## src/rtl/if_prefetch_queue_if.sv

```systemverilog
// Fetch-side bus bundle for if_prefetch_queue: redirect input, imem port and decode-facing queue head.
// master = fetch unit, slave = surrounding pipeline/memory.
interface if_prefetch_queue_if;
    logic        redirect_valid;
    logic [31:0] redirect_pc;
    logic        imem_req;
    logic [31:0] imem_addr;
    logic [31:0] imem_data;
    logic        out_valid;
    logic [31:0] out_instr;
    logic [31:0] out_pc;
    logic        out_ready;

    modport master (
        input  redirect_valid, redirect_pc, imem_data, out_ready,
        output imem_req, imem_addr, out_valid, out_instr, out_pc
    );

    modport slave (
        output redirect_valid, redirect_pc, imem_data, out_ready,
        input  imem_req, imem_addr, out_valid, out_instr, out_pc
    );
endinterface

```

## src/rtl/if_prefetch_queue.sv

```systemverilog
// Instruction prefetch front end: owns fetch PC, issues imem reads, queues {instr, pc} ahead of IF/ID.
// Optional feature macro PREFETCH_STATS_EN adds stat_fetched / stat_flushed counters.
module if_prefetch_queue #(
    parameter int unsigned DEPTH    = 4,
    parameter logic [31:0] RESET_PC = 32'h0000_0000
) (
    input  logic                 clk,
    input  logic                 rst,
    if_prefetch_queue_if.master  fetchBus
`ifdef PREFETCH_STATS_EN
    ,
    output logic [31:0]          stat_fetched,
    output logic [15:0]          stat_flushed
`endif
);

    localparam int unsigned PTR_W = (DEPTH > 1) ? $clog2(DEPTH) : 1;
    localparam int unsigned CNT_W = PTR_W + 1;
    localparam int unsigned OCC_W = CNT_W + 1;

    logic [31:0]       qInstr [DEPTH];
    logic [31:0]       qPc    [DEPTH];

    logic [31:0]       fetchPc, fetchPcNext;
    logic [31:0]       inflightPc, inflightPcNext;
    logic              inflight, inflightNext;
    logic [PTR_W-1:0]  headPtr, headNext;
    logic [PTR_W-1:0]  tailPtr, tailNext;
    logic [CNT_W-1:0]  count, countNext;

    logic              outValid;
    logic              issue;
    logic              doPush;
    logic              doPop;
    logic [OCC_W-1:0]  occupancy;

    // Queued plus in-flight words bound the next issue so a return always has a slot.
    assign occupancy = OCC_W'(count) + OCC_W'(inflight);
    assign issue     = !rst && !fetchBus.redirect_valid && (occupancy < OCC_W'(DEPTH));
    assign outValid  = !rst && (count != '0);

    assign fetchBus.imem_req  = issue;
    assign fetchBus.imem_addr = fetchPc;
    assign fetchBus.out_valid = outValid;
    assign fetchBus.out_instr = outValid ? qInstr[headPtr] : 32'h0;
    assign fetchBus.out_pc    = outValid ? qPc[headPtr]    : 32'h0;

    // Next-state: redirect wins over push, pop and issue.
    always_comb begin
        fetchPcNext    = fetchPc;
        inflightNext   = inflight;
        inflightPcNext = inflightPc;
        headNext       = headPtr;
        tailNext       = tailPtr;
        countNext      = count;
        doPush         = 1'b0;
        doPop          = 1'b0;

        if (fetchBus.redirect_valid) begin
            countNext    = '0;
            headNext     = tailPtr;
            inflightNext = 1'b0;
            fetchPcNext  = fetchBus.redirect_pc & 32'hFFFF_FFFC;
        end else begin
            doPush = inflight;
            doPop  = outValid && fetchBus.out_ready;
            if (doPush) begin
                tailNext = tailPtr + PTR_W'(1);
            end
            if (doPop) begin
                headNext = headPtr + PTR_W'(1);
            end
            countNext = count + CNT_W'(doPush) - CNT_W'(doPop);
            if (issue) begin
                inflightNext   = 1'b1;
                inflightPcNext = fetchPc;
                fetchPcNext    = fetchPc + 32'd4;
            end else if (doPush) begin
                inflightNext = 1'b0;
            end
        end
    end

    always_ff @(posedge clk) begin
        if (rst) begin
            fetchPc    <= RESET_PC;
            inflight   <= 1'b0;
            inflightPc <= 32'h0;
            headPtr    <= '0;
            tailPtr    <= '0;
            count      <= '0;
        end else begin
            fetchPc    <= fetchPcNext;
            inflight   <= inflightNext;
            inflightPc <= inflightPcNext;
            headPtr    <= headNext;
            tailPtr    <= tailNext;
            count      <= countNext;
        end
    end

    // Queue storage needs no reset: entries are only visible through count.
    always_ff @(posedge clk) begin
        if (doPush) begin
            qInstr[tailPtr] <= fetchBus.imem_data;
            qPc[tailPtr]    <= inflightPc;
        end
    end

`ifdef PREFETCH_STATS_EN
    always_ff @(posedge clk) begin
        if (rst) begin
            stat_fetched <= 32'h0;
            stat_flushed <= 16'h0;
        end else begin
            if (doPop) begin
                stat_fetched <= stat_fetched + 32'd1;
            end
            if (fetchBus.redirect_valid && ((count != '0) || inflight)) begin
                stat_flushed <= stat_flushed + 16'd1;
            end
        end
    end
`endif

endmodule
```

## src/flat_wrapper.sv

```systemverilog
// flat-port wrapper written by rule: the top's interface ports become plain ports
module if_prefetch_queue_flat 
#(
    parameter int unsigned DEPTH    = 4,
    parameter logic [31:0] RESET_PC = 32'h0000_0000
)
  (clk, rst, fetchBus_redirect_valid, fetchBus_redirect_pc, fetchBus_imem_data, fetchBus_out_ready, fetchBus_imem_req, fetchBus_imem_addr, fetchBus_out_valid, fetchBus_out_instr, fetchBus_out_pc);
  if_prefetch_queue_if fetchBus_i ();
  input  logic clk;
  input  logic rst;
  input wire logic [$bits(fetchBus_i.redirect_valid)-1:0] fetchBus_redirect_valid;
  input wire logic [$bits(fetchBus_i.redirect_pc)-1:0] fetchBus_redirect_pc;
  input wire logic [$bits(fetchBus_i.imem_data)-1:0] fetchBus_imem_data;
  input wire logic [$bits(fetchBus_i.out_ready)-1:0] fetchBus_out_ready;
  output wire logic [$bits(fetchBus_i.imem_req)-1:0] fetchBus_imem_req;
  output wire logic [$bits(fetchBus_i.imem_addr)-1:0] fetchBus_imem_addr;
  output wire logic [$bits(fetchBus_i.out_valid)-1:0] fetchBus_out_valid;
  output wire logic [$bits(fetchBus_i.out_instr)-1:0] fetchBus_out_instr;
  output wire logic [$bits(fetchBus_i.out_pc)-1:0] fetchBus_out_pc;
  assign fetchBus_i.redirect_valid = fetchBus_redirect_valid;
  assign fetchBus_i.redirect_pc = fetchBus_redirect_pc;
  assign fetchBus_i.imem_data = fetchBus_imem_data;
  assign fetchBus_i.out_ready = fetchBus_out_ready;
  assign fetchBus_imem_req = fetchBus_i.imem_req;
  assign fetchBus_imem_addr = fetchBus_i.imem_addr;
  assign fetchBus_out_valid = fetchBus_i.out_valid;
  assign fetchBus_out_instr = fetchBus_i.out_instr;
  assign fetchBus_out_pc = fetchBus_i.out_pc;
  if_prefetch_queue #(.DEPTH(DEPTH), .RESET_PC(RESET_PC)) u_core (.clk(clk), .rst(rst), .fetchBus(fetchBus_i));
endmodule
```

## config.mk

```make
export PLATFORM = sky130hd
export DESIGN_NAME = if_prefetch_queue_flat
export DESIGN_NICKNAME = d
export VERILOG_FILES = /design/src/rtl/if_prefetch_queue_if.sv /design/src/rtl/if_prefetch_queue.sv /design/src/flat_wrapper.sv
export SDC_FILE = /design/constraint.sdc
export NUM_CORES = 1
export LEC_CHECK = 0
export CORE_MARGIN = 1.5
export CORE_UTILIZATION = 30
export CTS_CLUSTER_SIZE = 20
export DETAILED_ROUTE_END_ITERATION = 16
export GPL_ROUTABILITY_DRIVEN = 1
export GPL_TIMING_DRIVEN = 0
export HOLD_SLACK_MARGIN = 0.06
export PLACE_DENSITY = 0.47
export RECOVER_POWER = 50
export SLEW_MARGIN = 40
export SYNTH_ARGS = -nofsm -noshare
export SYNTH_HDL_FRONTEND = slang
export SYNTH_SLANG_ARGS = --single-unit
```

## constraint.sdc

```tcl
create_clock -name clk -period 5.3 [get_ports clk]
set_clock_uncertainty 0.05 [all_clocks]
set_input_delay 1.59 -clock clk [delete_from_list [all_inputs] [get_ports clk]]
set_output_delay 1.59 -clock clk [all_outputs]
set_load 0.05 [all_outputs]
```

==> impl_metrics.csv <==
group,metric,value,unit
outcome,status,"completed",
power,p_switching,1.336,mW
detailed_routing,drt-pass1-iter-count,4,
global_routing,overflow,0,
layout,drive_gt1_share,18.41,%
layout,syn_to_final_growth,28.58,%
cts,path_clk_slew,0.06,ns
synth,synth_seq_cells,318,
synth,synthesis.area,0.01267,mm²
placement,hpwlAfterDp,20830,µm
detailed_routing,wl,31700,µm
global_routing,antenna_found_initial,0,
die,start_util,30.34,%
timing,relSlewSlack,4.429,%
detailed_routing,wire_per_inst,20.18,µm
synth,async_flop_share,0,%
worst_setup_path,crit_required,3.66,ns
timing,timing.hold.ws,0.4522,ns
global_routing,grt_max_degree,24,
worst_setup_path,critPathKind,"in2out",
die,num_rows,75,
placement,place.gp.congestion,0.7863,
global_routing,first_global_vias,7889,
power,intPower,4.438,mW
timing,post-route-period-util,97.51,%
global_routing,grt_util_met3,3.774,%
die,fp.dieW,208.5,µm
cts,post_cts_buffers,0,
timing,tns,0,ns
timing,rsz0062_at_grt,"false",
worst_hold_path,hold_class,"reg2reg",
worst_setup_path,start_kind,"primary input",
global_routing,grt_pass1_wl,48710,µm
timing,hold_violations,0,
synth,seq_area_frac_synth,69.85,%
placement,portBuffers,158,
layout,final_cell_mix,"248 x edfxtp_1, 77 x nand2_1, 70 x dfxtp_1",
power,p_clk_share,44.4,%
global_routing,grt_use_met1,21.06,%
layout,layout_commonest_cell,"edfxtp_1",
worst_setup_path,cp-end-kind,"output pin",
worst_setup_path,setup.worst_path.start,"rst",
synth,synth_warnings,0,
global_routing,grt_use_met2,22.74,%
cts,cts_htree_levels,2,
cts,post_cts_resized,121,
timing,max_freq,193.5,MHz
power,swShare,23.14,%
detailed_routing,post_drt_via_cell_ratio,4.682,
timing,slew_viol_final,0,
layout,design_area,0.01629,mm²
timing,worstMarginPinSlew,1.434,ns
synth,syn_inst,793,
detailed_routing,num_vias,7355,
detailed_routing,first_iter_violations,417,
timing,period_needed,5.168,ns
cts,cts_buffers,38,
worst_setup_path,arrival,3.53,ns
power,pwr-share-seq,48.0,%
power,power.leakage,5.565,nW
global_routing,busiest_layer,"met2",
detailed_routing,drtAntennaViolNets,0,
power,vdd_drop_max,0.1872,mV
cts,cts.sinks,318,
cts,hold_buffers,0,
cts,clockBufferDepth,3,
layout,layout.nets,1079,
die,io_pins,166,
detailed_routing,drc,0,
synth,synth_flop_cell,"edfxtp_1",
die,dieArea,0.04347,mm²
die,die_h,208.5,µm
layout,diodes,0,
die,core_area,0.04176,mm²
power,combinationalPowerShare,7.6,%
worst_hold_path,min_from,"u_core.inflightPc[9]",
power,powerDensity,354.5,mW/mm²
worst_setup_path,critPathMaxFanout,9,
cts,cts_tree,"yes",
timing,setup_violations,0,
flow_run,max_cap_violations,0,
synth,synth.distinct_cells,50,
cts,cts-root-buf,"clkbuf_16",
synth,syn_avg_cell_area,15.98,µm²
placement,placed_area,0.01512,mm²
synth,synth_edf_count,248,
global_routing,grt_util_all_layers,14.91,%
worst_setup_path,r2r_start,"u_core.tailPtr[0]",
cts,clk_latency,0.56,ns
==> flip-flops by register name, summed over array words and instances, names as in the netlist, named ones only <==
register,count
u_core.qInstr,128
u_core.tailPtr,2
u_core.fetchBus.imem_addr,30
u_core.inflightPc,30
u_core.headPtr,2
u_core.inflight,1
u_core.qPc,120
u_core.count,3
==> synth_stat cells, types with 3 or more instances <==
| master | number | area [µm²] |
|---|---|---|
| edfxtp_1 | 248 | 7447 |
| nand2_1 | 77 | 289.0 |
| dfxtp_1 | 70 | 1401 |
| and2_1 | 65 | 406.6 |
| mux4_2 | 62 | 1396 |
| a21oi_1 | 37 | 185.2 |
| nor2_1 | 32 | 120.1 |
| clkbuf_1 | 28 | 105.1 |
| a211oi_1 | 19 | 142.6 |
| xnor2_1 | 19 | 166.4 |
| inv_1 | 13 | 48.80 |
| nor3_1 | 12 | 60.06 |
| buf_2 | 10 | 50.05 |
| nor4_1 | 9 | 56.30 |
| ha_1 | 8 | 100.1 |
| nand3_1 | 8 | 40.04 |
| xor2_1 | 7 | 61.31 |
| nand4_1 | 6 | 37.54 |
| and3_1 | 5 | 31.28 |
| o21ai_0 | 5 | 25.02 |
| and3_2 | 4 | 30.03 |
| buf_4 | 4 | 30.03 |
| or3_1 | 4 | 25.02 |
| clkbuf_8 | 3 | 41.29 |
| mux2i_1 | 3 | 30.03 |
| o211ai_1 | 3 | 22.52 |
==> worst paths after layout <==
kind / end / slack [ns] / cells after the start
worst max-delay path: fetchBus_out_pc[2] / 0.13 / 4
worst min-delay path: u_core.inflightPc[9] / 0.45 / 2
worst max register to register: u_core.qPc[3][8] / 2.70 / 4
worst min register to register: u_core.inflightPc[9] / 0.45 / 2
==> final cells by class <==
cell class | count | area (µm²)
buffer | 49 | 235.2
sequential | 318 | 8848
clock buffer | 48 | 998.5
timing repair buffer | 166 | 1712
tap | 539 | 674.4
fill | 3924 | 25470
multi-input combinational | 416 | 3545
clock inverter | 22 | 227.7
inverter | 13 | 48.80
==> kinds of logic after synthesis <==
| kind of cell | after synthesis | share of synthesized area [%] |
|---|---|---|
| simple gates | 236 | 9.807 |
| flops | 318 | 69.85 |
| xor+xnor | 26 | 1.798 |
| compound gates | 75 | 3.783 |
| fa+ha+maj | 9 | 0.9482 |
| other cells | 1 | 0.02960 |
| buf+inv | 62 | 2.440 |
| mux | 66 | 11.35 |
==> worst max-delay path: stages <==
cell and delay (ns):
clkdlybuf4s50_1 0.52, nor2_4 0.34, and2_1 0.18, clkdlybuf4s50_1 0.88
==> per-layer routing <==
layer | up-vias | wire, µm
met1 | 3713 | 15290
met5 | - | 0
met4 | 0 | 601
met3 | 41 | 1592
li1 | 3438 | -
met2 | 163 | 14220
==> power groups by stage <==
stage                     Clock, mW  Combinational, mW  Sequential, mW
final                          2.57              0.436            2.77
after global routing           2.75              0.469            2.78
after CTS                      2.64              0.452            2.77
after detailed placement          0              0.456            2.82
after global placement            0              0.450            2.83
after floorplan                   0              0.216            2.86
==> per-stage QoR <==
| stage | power [mW] | worst slack (ns) | std cells | utilization (%) |
|---|---|---|---|---|
| finish | 5.774 | 0.1318 | 1571 | 39.01 |
| floorplan | 3.081 | 0.6607 | 796 | - |
| global placement | 3.277 | -1.026 | 1493 | 35.77 |
| global route | 5.995 | 0.01243 | 1571 | 39.01 |
| detailed placement | 3.281 | -0.7539 | 1501 | 36.20 |
| CTS | 5.870 | -0.0004914 | 1571 | 39.15 |
No activity file was read; power rests on OpenSTA's default activity.
